--- src/rtl/feeder_ctrl.sv ---
// Feeding-wheel controller.
// Turns a dispense request into a motor command, counts portions from the wheel's
// revolution sensor, pauses while the hopper is empty, and latches a stall when the
// wheel stops turning.
//
// Ports:
//   clk_i          system clock
//   rst_ni         asynchronous active-low reset
//   en_i           clock enable; all registers hold while low
//   req_i          start request, honoured in idle only
//   n_req_i        portions to dispense, latched with req_i, clamped to MaxPortions
//   abort_i        cancel the current job or clear a stall
//   revolution_i   wheel sensor, high during the second half of each revolution
//   remain_i       hopper non-empty sensor
//   x_o            motor run command
//   busy_o         controller not idle
//   done_o         one-enabled-cycle pulse on job completion
//   n_done_o       portions counted in the current or last job
//   empty_o        waiting for refill
//   stall_o        wheel stalled, latched until abort or reset
module feeder_ctrl #(
    parameter int unsigned MaxPortions = 15,
    parameter int unsigned Timeout     = 131072,
    localparam int unsigned CntW       = $clog2(MaxPortions + 1),
    localparam int unsigned TmrW       = $clog2(Timeout + 1)
) (
    input  logic            clk_i,
    input  logic            rst_ni,
    input  logic            en_i,
    input  logic            req_i,
    input  logic [CntW-1:0] n_req_i,
    input  logic            abort_i,
    input  logic            revolution_i,
    input  logic            remain_i,
    output logic            x_o,
    output logic            busy_o,
    output logic            done_o,
    output logic [CntW-1:0] n_done_o,
    output logic            empty_o,
    output logic            stall_o
);

    localparam logic [CntW-1:0] MaxCnt  = CntW'(MaxPortions);
    localparam logic [TmrW-1:0] TmrMax  = '1;
    localparam logic [TmrW-1:0] TmrLast = TmrW'(Timeout - 1);

    typedef enum logic [1:0] {StIdle, StRun, StWaitRefill, StStall} state_e;

    state_e          state_q, state_d;
    logic            rev_q;
    logic            armed_q, armed_d;
    logic [TmrW-1:0] tmr_q, tmr_d;
    logic [CntW-1:0] target_q, target_d;
    logic [CntW-1:0] n_done_q, n_done_d;
    logic            done_q, done_d;

    logic            rise, fall;
    logic [CntW-1:0] n_done_inc;

    assign rise       = revolution_i & ~rev_q;
    assign fall       = ~revolution_i & rev_q;
    assign n_done_inc = n_done_q + CntW'(1);

    always_comb begin
        state_d  = state_q;
        armed_d  = armed_q;
        tmr_d    = tmr_q;
        target_d = target_q;
        n_done_d = n_done_q;
        done_d   = 1'b0;

        unique case (state_q)
            StIdle: begin
                if (req_i) begin
                    if (n_req_i == '0) begin
                        done_d = 1'b1;
                    end else begin
                        target_d = (n_req_i > MaxCnt) ? MaxCnt : n_req_i;
                        n_done_d = '0;
                        tmr_d    = '0;
                        armed_d  = 1'b0;
                        state_d  = remain_i ? StRun : StWaitRefill;
                    end
                end
            end
            StRun: begin
                if (tmr_q != TmrMax) tmr_d = tmr_q + TmrW'(1);
                // A portion only drops during the low phase if one was there at the fall.
                if (fall) begin
                    armed_d = remain_i;
                    if (!remain_i) state_d = StWaitRefill;
                end
                if (rise) begin
                    tmr_d = '0;
                    if (armed_q) begin
                        n_done_d = n_done_inc;
                        armed_d  = 1'b0;
                    end
                    // Completion wins over an empty hopper on the last portion.
                    if (armed_q && (n_done_inc == target_q)) begin
                        state_d = StIdle;
                        done_d  = 1'b1;
                    end else if (!remain_i) begin
                        state_d = StWaitRefill;
                    end
                end else if (tmr_q >= TmrLast) begin
                    state_d = StStall;
                end
            end
            StWaitRefill: begin
                if (remain_i) begin
                    tmr_d   = '0;
                    state_d = StRun;
                end
            end
            StStall: begin
            end
            default: state_d = StIdle;
        endcase

        if (abort_i && (state_q != StIdle)) begin
            state_d  = StIdle;
            done_d   = 1'b0;
            n_done_d = n_done_q;
        end
    end

    always_ff @(posedge clk_i or negedge rst_ni) begin
        if (!rst_ni) begin
            state_q  <= StIdle;
            rev_q    <= 1'b1;  // a sensor already high out of reset is not a rise
            armed_q  <= 1'b0;
            tmr_q    <= '0;
            target_q <= '0;
            n_done_q <= '0;
            done_q   <= 1'b0;
        end else if (en_i) begin
            state_q  <= state_d;
            rev_q    <= revolution_i;
            armed_q  <= armed_d;
            tmr_q    <= tmr_d;
            target_q <= target_d;
            n_done_q <= n_done_d;
            done_q   <= done_d;
        end
    end

    assign x_o      = (state_q == StRun);
    assign busy_o   = (state_q != StIdle);
    assign empty_o  = (state_q == StWaitRefill);
    assign stall_o  = (state_q == StStall);
    assign done_o   = done_q;
    assign n_done_o = n_done_q;

endmodule

--- config.mk ---
export PLATFORM = sky130hd
export DESIGN_NAME = feeder_ctrl
export DESIGN_NICKNAME = d
export VERILOG_FILES = /design/src/rtl/feeder_ctrl.sv
export SDC_FILE = /design/constraint.sdc
export NUM_CORES = 1
export LEC_CHECK = 0
export ABC_CLOCK_PERIOD_IN_PS = 3700
export CORE_MARGIN = 3
export CORE_UTILIZATION = 25
export DETAILED_ROUTE_END_ITERATION = 10
export PLACE_DENSITY = 0.52
export SYNTH_ARGS = -nofsm -noshare
export SYNTH_HDL_FRONTEND = slang
export SYNTH_SLANG_ARGS = --single-unit
--- constraint.sdc ---
create_clock -name clk_i -period 3.7 [get_ports clk_i]
set_input_delay 0.555 -clock clk_i [delete_from_list [all_inputs] [get_ports clk_i]]
set_output_delay 0.555 -clock clk_i [all_outputs]
set_load 0.01 [all_outputs]
* Yosys cells after proc, flatten, opt, wreduce, memory -nomap -nowiden *
Index checks and enable logic that the tools add are counted.

word-level totals
  bits of input ports = 11
  flip-flop bits (word level) = 31
  output and inout bits = 9
  logic and storage cells = 80

cells by class
  mux-type cells = 36
  $lt $le $gt $ge = 2
  bitwise logic cells = 6
  equal/unequal tests = 14
  $add $sub $neg = 2
  reduce and logical (&&, ||, !) cells = 13

operators by type and width
  kind                     number
  $mux W18                 5
  $pmux W18 S3             1
  $mux W2                  11
  $mux W4                  5
  $add A18 B1 Y18 const B  1
  $ge A18 B17 Y1 const B   1
  $ne A18 B18 Y1 const B   1
  $mux W1                  10
  $pmux W4 S2              1
  $reduce_and A4 Y1        2
  $reduce_and A7 Y1        1
  $ne A2 B2 Y1 const B     3
  $ne A3 B3 Y1 const B     2
  $pmux W2 S3              1
  $reduce_and A6 Y1        1
  $reduce_and A5 Y1        1
  $add A4 B1 Y4 const B    1
  $eq A2 B2 Y1 const B     2
  $eq A4 B4 Y1             1
  $gt A4 B4 Y1 const B     1
  $logic_not A4 Y1         1
  $ne A2 B1 Y1 const B     2
  $not A1 Y1               4
  $pmux W1 S2              2
  9 further kinds          12

* Logic depth before layout (Yosys ltp) *
Gate-level depths: netlist of the first run.

  depth in word-level cells = 8
  gate-level depth with buffers = 9
  depth with buffers taken out = 7

* Least setup slack after synthesis of the first run *
No wires, ideal clock.

  path kind = register -> register
  start point = reg state_q[0]
  end point = reg tmr_q[12]
  path slack = 1.654 ns
  arrival time = 1.907 ns
  required time = 3.561 ns
  stages on the path, launching flop included = 10
  setup time = 0.139 ns
  period minus slack after synthesis = 2.046 ns
  path buffers = 2
  path through = dfrtp_1 -> inv_1 -> ha_1 -> buf_2 -> inv_1 -> o2111a_2 -> nand2b_1 -> buf_2 -> o311ai_0 -> o31ai_1

between the ends
  cells in the longest elaborated chain, start to end = 3
  elaborated cells between the ends (all ways) = 10
  those cells by class = eq/ne: 6; mux: 1; reduce/logical: 3

RTL lines
  element                                                RTL line  text
  from (decl)                                            49        state_e state_q, state_d;
  from (signal assigned)                                 130       state_q <= StIdle;
  from (signal assigned)                                 138       state_q <= state_d;
  $eq A2 B1 Y1 (tied with other cells)                   72        unique case (state_q)
  $ne A3 B1 Y1 (no source line) (tied with other cells)  n/a
  $reduce_and A6 Y1 (no source line)                     n/a
  to (signal assigned)                                   141       tmr_q <= tmr_d;
  to (decl)                                              52        logic [TmrW-1:0] tmr_q, tmr_d;

Parallel ways exist; a longest one is shown, timed or not.
A chain may end at the register's enable or synchronous reset.

* Worst setup path after layout of the first run *
  start point = in n_req_i[0]
  end point = reg tmr_q[12]

between the ends
  cells in the longest elaborated chain, start to end = 3

RTL lines
  element                             RTL line  text
  from (decl)                         31        input logic [CntW-1:0] n_req_i,
  $logic_not A4 Y1                    75        if (n_req_i == '0) begin
  $ne A2 B2 Y1 (no source line)       n/a
  $reduce_and A6 Y1 (no source line)  n/a

Every way passes these cells.

==> results of run 1 <==
==> cell usage after synthesis, types with 5 or more instances <==
cell type | instances | area [sq um]
inv_1 | 9 | 33.8
dfrtp_1 | 30 | 751
a21oi_1 | 10 | 50.1
o21ai_0 | 6 | 30.0
or4_1 | 9 | 67.6
o31ai_1 | 9 | 67.6
o211ai_1 | 7 | 52.6
nand2_1 | 27 | 101
ha_1 | 6 | 75.1
o22ai_1 | 5 | 31.3
nand3_1 | 24 | 120
nor2_1 | 7 | 26.3
mux2_2 | 6 | 67.6
nor3_1 | 5 | 25.0
nand2b_1 | 5 | 31.3
==> routing by layer <==
layer  vias to the layer above  global-route usage (%)  wire [um]
li1                        931                       -          -
met4                         0                    3.47         75
met2                        18                    17.7       2400
met1                       860                    16.4       2510
met5                         -                       0          0
met3                         6                    2.21        130
==> power by group through the flow <==
stage / sequential, uW / combinational, uW / clock [uW]
finish: 498 / 678 / 267
global route: 513 / 765 / 293
CTS: 499 / 687 / 278
detailed placement: 506 / 684 / 0
global placement: 504 / 684 / 0
floorplan: 486 / 478 / 0
==> how the worst min path moves through the flow <==
stage	slack, ns	from	cells past startpoint	end
6_report	0.51	tmr_q[12]	1	tmr_q[12]
5_1_grt	0.56	tmr_q[14]	1	tmr_q[14]
4_1_cts	0.51	tmr_q[12]	1	tmr_q[12]
3_5_place_dp	0.50	tmr_q[12]	1	tmr_q[12]
3_3_place_gp	0.49	tmr_q[12]	1	tmr_q[12]
2_1_floorplan	0.26	rst_ni	0	armed_q
==> final cells by class <==
class / count / area (sq um) / share of cell area, %
repair buffers: 20 / 198 / 8.02
flip-flops and latches: 31 / 777 / 31.5
clock inverters: 2 / 12.5 / 0.508
clock buffers: 6 / 72.6 / 2.94
multi-input cells: 185 / 1240 / 50.5
well taps: 102 / 128 / 5.18
inverters: 9 / 33.8 / 1.37
==> state kept, by name (all words and copies together) (netlist names) <==
| name | flops |
|---|---|
| n_done_o | 4 |
| rev_q | 1 |
| target_q | 4 |
| state_q | 2 |
| done_o | 1 |
| armed_q | 1 |
| tmr_q | 18 |
==> stage by stage <==
stage	total power (uW)	setup slack [ns]
floorplan	963	1.65
global placement	1190	0.835
detailed placement	1190	0.762
CTS	1460	1.06
global route	1570	0.837
finish	1440	1.07
==> cell usage in the layout, fill, tap and decap left out, types with 2 or more instances in the layout <==
cell              n
a21o_1            2
a21oi_1          10
a31oi_1           2
and3_1            3
and4_1            2
clkbuf_8          5
clkdlybuf4s50_1  19
dfrtp_1          30
ha_1              6
inv_1             9
mux2_2            6
nand2_1          27
nand2b_1          5
nand3_1          24
nand3b_1          3
nand4_1           3
nor2_1            7
nor2_2            2
nor2b_1           2
nor3_1            5
o211ai_1          7
o211ai_2          2
o21ai_0           6
o21ai_1           4
o22ai_1           5
o311ai_0          2
o311ai_1          2
o31ai_1           9
o41ai_1           4
or2_2             2
or4_1             9
xnor2_1           4
xor2_1            2
==> cell families after synthesis <==
| family | share of synthesized area, % |
|---|---|
| buffers and inverters | 4.78 |
| and+or+nand+nor | 27.5 |
| AOI/OAI and AO/OA | 21.9 |
| adders and majority gates | 3.54 |
| DFF | 36.6 |
| xor gates and xnor gates | 2.48 |
| muxes | 3.18 |
==> metrics, run 1 <==
NumNets Final=around 270; fin. max-slew vios=0; vias in the first global route=1,792; period utilisation layout=between 70% and 80%; Post-CTS Hold Buffers=0; Mapped Area=around 2100 sq um; H-tree levels=2; GRT Util Overall=between 10% and 20%; CTS buffer count=5; Sequential Power Share=34.5%; Worst Path Arrival=between 2 and 3 ns; slowest CP cell=or4_1; Post-Route WL=5110 um; Levels on crit path=6; Placed Cells=347; Vias=1,815; setup slack, reg-to-reg=1.13 ns; CP peak stage delay=0.57 ns; post-synthesis register bit count=31; kind of end point of the critical path=flip-flop; Ports=20; number of buffers added on ports=19; Sw Share=between 40% and 50%; max_cap viols=0; Warnings, synthesis=0; RSZ-0062 raised after global routing=false; Max clock buf depth=2; EDFF count, synth=0; post-synthesis cell type count=55; Critical Path, Cell by Cell=clkdlybuf4s50_1 > or4_1 > o2111a_2 > nand2b_1 > o311ai_0 > o31ai_1; final hold vios=0; GRT overflow=0; crit path capture=tmr_q[12]; Worst setup SP type=input port; Worst Setup Path Type=in -> reg; Avg Inst Size Synth=between 8 and 9 sq um; Die H=98.1 um; DR DRC count=0; antenna violations before repair=0; Net Sw Power=597 uW; TNS Setup=0 ns; Area after DPL=2380 sq um; layout cells sized above 1=11.5%; Area Overhead vs Synth=16.2%; syn nets=253; hold slack=a little over 0.5 ns; outcome=finished clean; DR WL/cell=14.4 um; Critical Path RT=3.89 ns; Int Power=846 uW; first-pass GRT wire length=9110 um; P_leak=slightly below 0.001 uW; GPL Wtd Cong=0.820; Rows=32; CTS tree=built; Setup Buffers After CTS=0; Clock Skews=0.00415 ns; Crit Reg-Reg Startpoint=state_q[0]; Syn Inst Count=236; # setup viols final=0; die width=98.1 um; Hold WC Path Type=reg -> reg; Post-DP HPWL=approximately 3800 um; r2r worst-path depth=7; fillers=about 830; Async SR Flop Fraction=between 90% and 100%; Combinational Power Share=about 47%; Period minus WS final=2.63 ns; dominant synthesized flop cell=dfrtp_1; top fanout value on the critical path=20; clock root cell=clkbuf_8; Initial DRT Pass Iterations=4; starting density of the core=approximately a quarter; RR Endpoint=tmr_q[12]; Die ar.=between 9000 and 10,000 sq um; Post-CTS Resized=0; delay-heaviest family, CP=simple AND/OR/NAND/NOR gates; clk slew on worst S/H paths=0.07 ns; clk sinks=31; Vias/cell=5.11; largest net degree at the start of global routing=32; DR iter-0 viols=110; part of the power in the clock network=18.5%; number of buffers and inverters on the critical path=1; post-route cell area=2460 sq um; Tightest Pin Transition=0.761 ns; clk_lat worst skew=0.28 ns; fmax=0.380 GHz; diode count=0; post-route non-filler standard cell count=355; Routed Antenna Nets=0; CP startpoint=n_req_i[0]; Util after Layout=a little under a third; Core Region=about 8000 sq um; post-synthesis sequential area ratio=36.6%; pwr/cell area=between 500 and 600 nW/um^2; slew margin rel.=49.2%; Max VDD drop=0.000191 V
Power figures use the tool's default switching activity.
==> inputs of run 2 (changes only) <==
Settings changed: ABC_CLOCK_PERIOD_IN_PS 3700 to 2300, PLACE_DENSITY 0.52 to 0.54.
Clock period 3.7 ns to 2.3 ns, I/O delays scaled along.
==> run 2 against run 1 <==
  * Setup slack worse by 0.96 ns
  * Wire length up 2.0%
  * Critical path type is now reg -> out
  * Sequential cell count unchanged
  * Critical path depth down 1
  * Final cell count up 5.6%
  * Core utilization up 2.4 points
  * Via count up 6.7%
  * Largest power group unchanged
  * Sequential share of layout area down 2.3 points
  * Hold slack worse by 0.049 ns
==> metrics, run 2 (synthesized netlist as in run 1, its figures left out) <==
outcome=finished clean (unchanged); clk sinks=31 (unchanged); setup slack, reg-to-reg=0.13 ns (was 1.13 ns); RR Endpoint=tmr_q[6] (was tmr_q[12]); Die ar.=9630 sq um (unchanged); NumNets Final=289 (was 269); r2r worst-path depth=7 (unchanged); slew margin rel.=70.1% (was 49.2%); # setup viols final=0 (unchanged); Post-DP HPWL=3940 um (was 3780 um); clk slew on worst S/H paths=0.07 ns (about the same); DR iter-0 viols=106 (was 110); Clock Skews=0.00411 ns (was 0.00415 ns); RSZ-0062 raised after global routing=false (unchanged); H-tree levels=2 (unchanged); CP peak stage delay=0.54 ns (was 0.57 ns); Critical Path, Cell by Cell=inv_1 > ha_1 > inv_1 > buf_4 > clkdlybuf4s50_1 (was clkdlybuf4s50_1 > or4_1 > o2111a_2 > nand2b_1 > o311ai_0 > o31ai_1); GPL Wtd Cong=0.778 (was 0.820); Initial DRT Pass Iterations=4 (unchanged); vias in the first global route=1,925 (was 1,792); Max VDD drop=0.000318 V (was 0.000191 V); CTS buffer count=5 (unchanged); Crit Reg-Reg Startpoint=state_q[0] (unchanged); die width=98.1 um (unchanged); diode count=0 (unchanged); most common cell after layout, fill and taps aside=dfrtp_1 (unchanged); max_cap viols=0 (unchanged); number of buffers and inverters on the critical path=4 (was 1); clock root cell=clkbuf_8 (unchanged); first-pass GRT wire length=9140 um (was 9110 um); Setup Buffers After CTS=0 (unchanged); Vias=1,936 (was 1,815); Rows=32 (unchanged); Hold WC Path Type=in -> async (was reg -> reg); most used cell, CP=inv_1; clk_lat worst skew=0.28 ns (about the same); Post-Route WL=5220 um (was 5110 um); Die H=98.1 um (unchanged); crit path capture=busy_o (was tmr_q[12]); P_leak=0.00109 uW (was 0.000967 uW); Vias/cell=5.16 (was 5.11); most frequent cells in the layout=dfrtp_1 (30), nand2_1 (27), nand3_1 (24) (unchanged); slowest CP cell=clkdlybuf4s50_1 (was or4_1); Area Overhead vs Synth=25.4% (was 16.2%); Max clock buf depth=2 (unchanged); Ports=20 (unchanged); Period minus WS final=between 2 and 2.5 ns; layout cells sized above 1=18.3% (was 11.5%); DR WL/cell=13.9 um (was 14.4 um); Tightest Pin Transition=0.446 ns (was 0.761 ns); total chip power=2590 uW (was 1440 uW); largest net degree at the start of global routing=32 (unchanged); fmax=0.456 GHz; final hold vios=0 (unchanged); Post-CTS Resized=0 (unchanged); DR DRC count=0 (unchanged); Routed Antenna Nets=0 (unchanged); Worst setup SP type=flip-flop (was input port); CTS tree=built (unchanged); kind of end point of the critical path=primary output (was flip-flop); Critical Path RT=1.96 ns (was 3.89 ns); max reg flops=18 (unchanged); GRT Util Overall=11.5% (about the same); CP startpoint=state_q[0] (was n_req_i[0]); TNS Setup=0 ns (unchanged); antenna violations before repair=0 (unchanged); number of buffers added on ports=19 (unchanged); Post-CTS Hold Buffers=0 (unchanged); pwr/cell area=973 nW/um^2 (was 585 nW/um^2); Core Region=7970 sq um (unchanged); GRT overflow=0 (unchanged); top fanout value on the critical path=6 (was 20); delay-heaviest family, CP=buffers and inverters (was simple AND/OR/NAND/NOR gates); Largest Register=tmr_q (unchanged); starting density of the core=26.6% (unchanged); Worst Setup Path Type=reg -> out (was in -> reg); period utilisation layout=95.3%; Levels on crit path=5 (was 6); Worst Path Arrival=1.85 ns (was 2.82 ns); fin. max-slew vios=0 (unchanged)
## run 2: metal layers
metal	vias up	routed length, um	GRT usage (%)
met1	938	2630	15.6
li1	971	-	-
met2	23	2420	18.4
met5	-	0	0
met3	4	117	1.93
met4	0	52	4.10
## run 2: area by class of cell
class / count / area (sq um)
Fill cell: 834 / 5310
Multi-Input combinational cell: 185 / 1240
Sequential cell: 31 / 777
Timing Repair Buffer: 40 / 360
Tap cell: 102 / 128
Clock buffer: 6 / 82.6
Clock inverter: 2 / 35.0
Inverter: 9 / 33.8
## run 2: stage by stage
step	worst slack, ns	std cells	utilization [%]	instance area (sq um)	hold WS, ns
after floorplan	0.254	236	-	2120	0.0494
after global placement	0.0620	367	31.9	2540	0.487
after detailed placement	0.0113	367	31.9	2540	0.491
after CTS	0.0954	375	33.4	2660	0.480
after global routing	0.00796	375	33.4	2660	0.500
final	0.109	375	33.4	2660	0.462
## run 2: power breakdown
group / internal [uW] / switching, uW / total (uW)
combinational: 604 / 628 / 1230
sequential: 659 / 138 / 797
clock: 350 / 209 / 559
total: 1610 / 975 / 2590
## run 2: worst min path at each step
stage / from / slack [ns] / to / cells past startpoint
2_1_floorplan: rst_ni / 0.05 / armed_q / 0
5_1_grt: rst_ni / 0.50 / target_q[0] / 2
3_3_place_gp: tmr_q[12] / 0.49 / tmr_q[12] / 1
3_5_place_dp: tmr_q[12] / 0.49 / tmr_q[12] / 1
6_report: rst_ni / 0.46 / target_q[0] / 2
4_1_cts: rst_ni / 0.48 / target_q[2] / 2
## run 2: worst register-to-register path, cell delays in order (launching register included)
cell and delay (ns):
dfrtp_1 0.46, inv_1 0.12, ha_1 0.26, nand2b_1 0.12
o2111a_2 0.29, nand2_2 0.17, or2_2 0.37, o41ai_1 0.27
==> inputs of run 3 (changes only) <==
Settings changed: CORE_ASPECT_RATIO set to 1.2.
==> run 3 against run 2 <==
  * Setup slack worse by 0.019 ns
  * Combinational power hardly changed
  * Non-clock buffer count unchanged
  * Final cell count increased by 3.2%
  * Power is 5.9% lower
  * Die area is essentially flat
  * Cell area shrank 0.85%
  * Global-route usage increased by 0.19 points
  * Highest routed layer unchanged
  * Hold slack improved by 0.0026 ns
  * Largest cell class unchanged
  * Clock power shrank 27%
  * Critical endpoint unchanged
  * Register-to-register slack improved by 0.05 ns
  * Via count down 1.1%
==> metrics, run 3 (synthesized netlist as in run 1, its figures left out) <==
outcome=finished clean (unchanged); layout cells sized above 1=17.2% (was 18.3%); top fanout value on the critical path=6 (unchanged); vias in the first global route=1,928 (was 1,925); clk_lat worst skew=0.28 ns (about the same); Crit Reg-Reg Startpoint=state_q[0] (unchanged); NumNets Final=289 (unchanged); die width=90.1 um (was 98.1 um); Worst Path Arrival=1.86 ns (was 1.85 ns); DR WL/cell=13.6 um (was 13.9 um); CP startpoint=state_q[0] (unchanged); P_leak=0.00107 uW (was 0.00109 uW); clk slew on worst S/H paths=0.07 ns (about the same); Die ar.=9630 sq um (about the same); Worst setup SP type=flip-flop (unchanged); Tightest Pin Transition=0.507 ns (was 0.446 ns); # setup viols final=0 (unchanged); GRT Util Overall=11.7% (was 11.5%); CTS tree=built (unchanged); Core Region=8200 sq um (was 7970 sq um); largest net degree at the start of global routing=32 (unchanged); antenna violations before repair=0 (unchanged); most common cell after layout, fill and taps aside=dfrtp_1 (unchanged); Vias/cell=4.95 (was 5.16); fmax=0.452 GHz (was 0.456 GHz); max reg flops=18 (unchanged); Post-CTS Resized=0 (unchanged); Setup Buffers After CTS=0 (unchanged); Max clock buf depth=2 (unchanged); area of the multi-input gates=1240 sq um (unchanged); GPL Wtd Cong=0.807 (was 0.778); most frequent cells in the layout=dfrtp_1 (30), nand2_1 (27), nand3_1 (24) (unchanged); clock root cell=clkbuf_8 (unchanged); period utilisation layout=96.1% (was 95.3%); starting density of the core=25.9% (was 26.6%); max_cap viols=0 (unchanged); RSZ-0062 raised after global routing=false (unchanged); pwr/cell area=924 nW/um^2 (was 973 nW/um^2); Rows=36 (was 32); slew margin rel.=66.0% (was 70.1%); Hold WC Path Type=in -> async (unchanged); fin. max-slew vios=0 (unchanged); GRT overflow=0 (unchanged); Die H=107 um (was 98.1 um); Area after DPL=2560 sq um (was 2540 sq um); Worst Setup Path Type=reg -> out (unchanged); Post-Route WL=5270 um (was 5220 um); Clock Skews=0.00917 ns (was 0.00411 ns); H-tree levels=2 (unchanged); Routed Antenna Nets=0 (unchanged); FF/Latch Area=777 sq um (unchanged); Critical Path RT=1.96 ns (about the same); Period minus WS final=2.21 ns (was 2.19 ns); Max VDD drop=0.000285 V (was 0.000318 V); clk sinks=31 (unchanged); Largest Register=tmr_q (unchanged); first-pass GRT wire length=9250 um (was 9140 um); Post-CTS Hold Buffers=0 (unchanged); final hold vios=0 (unchanged); CTS buffer count=5 (unchanged); Vias=1,914 (was 1,936); DR iter-0 viols=97 (was 106); post-route cell area=2640 sq um (was 2660 sq um); diode count=0 (unchanged); number of buffers added on ports=19 (unchanged); Initial DRT Pass Iterations=4 (unchanged); DR DRC count=0 (unchanged); Post-DP HPWL=3860 um (was 3940 um); kind of end point of the critical path=primary output (unchanged); TNS Setup=0 ns (unchanged); fillers=911 (was 834); Ports=20 (unchanged); Area Overhead vs Synth=24.3% (was 25.4%)
[run 3: changes by cell type in the layout (fill, tap and decap cells not counted), sizes merged]
cell	before	now
clkinv	1	0
bufinv	1	0
clkbuf	6	8
[run 3: power by group]
group	total [uW]	leakage, uW	switching [uW]	internal (uW)
registers	795	0.000411	135	660
logic	1230	0.000616	632	600
clock network	410	0.0000395	195	215
[run 3: layout make-up]
type,count,area share (%)
clock buffers,8,3.04
inverters,9,1.28
multi-input cells,185,47.2
flip-flops and latches,31,29.5
well taps,114,5.41
repair buffers,40,13.7
[run 3: final timing paths]
path / to / slack (ns) / depth (start not counted)
worst max-delay path: busy_o / 0.09 / 5
worst min-delay path: target_q[3] / 0.46 / 2
worst max register to register: tmr_q[6] / 0.18 / 7
worst min register to register: tmr_q[15] / 0.51 / 1
max in group asynchronous: rev_q / 1.49 / 2
min in group clk_i: tmr_q[15] / 0.51 / 1
[run 3: critical path: stages (launching register included)]
cell and delay (ns):
dfrtp_1 0.44, inv_1 0.11, ha_1 0.28, inv_1 0.10
buf_4 0.12, clkdlybuf4s50_1 0.53
[run 3: per-layer routing]
metal	track usage [%]	share of wire [%]	wire, um	vias to the layer above
li1	-	-	-	970
met1	14.4	47	2450	899
met2	19.8	48	2530	40
met3	2.88	4.5	235	5
met4	4.05	0.97	51	0
met5	0	0	0	-
[run 3: per-stage QoR]
| step | hold slack, ns | setup slack (ns) | utilization (%) | total power [uW] | cells |
|---|---|---|---|---|---|
| floorplan | 0.0494 | 0.254 | - | 1550 | 236 |
| global placement | 0.491 | 0.0360 | 31.2 | 2030 | 379 |
| detailed placement | 0.490 | 0.0266 | 31.2 | 2030 | 379 |
| CTS | 0.488 | 0.0784 | 32.2 | 2460 | 387 |
| global route | 0.512 | 0.0103 | 32.2 | 2630 | 387 |
| finish | 0.465 | 0.0900 | 32.2 | 2440 | 387 |
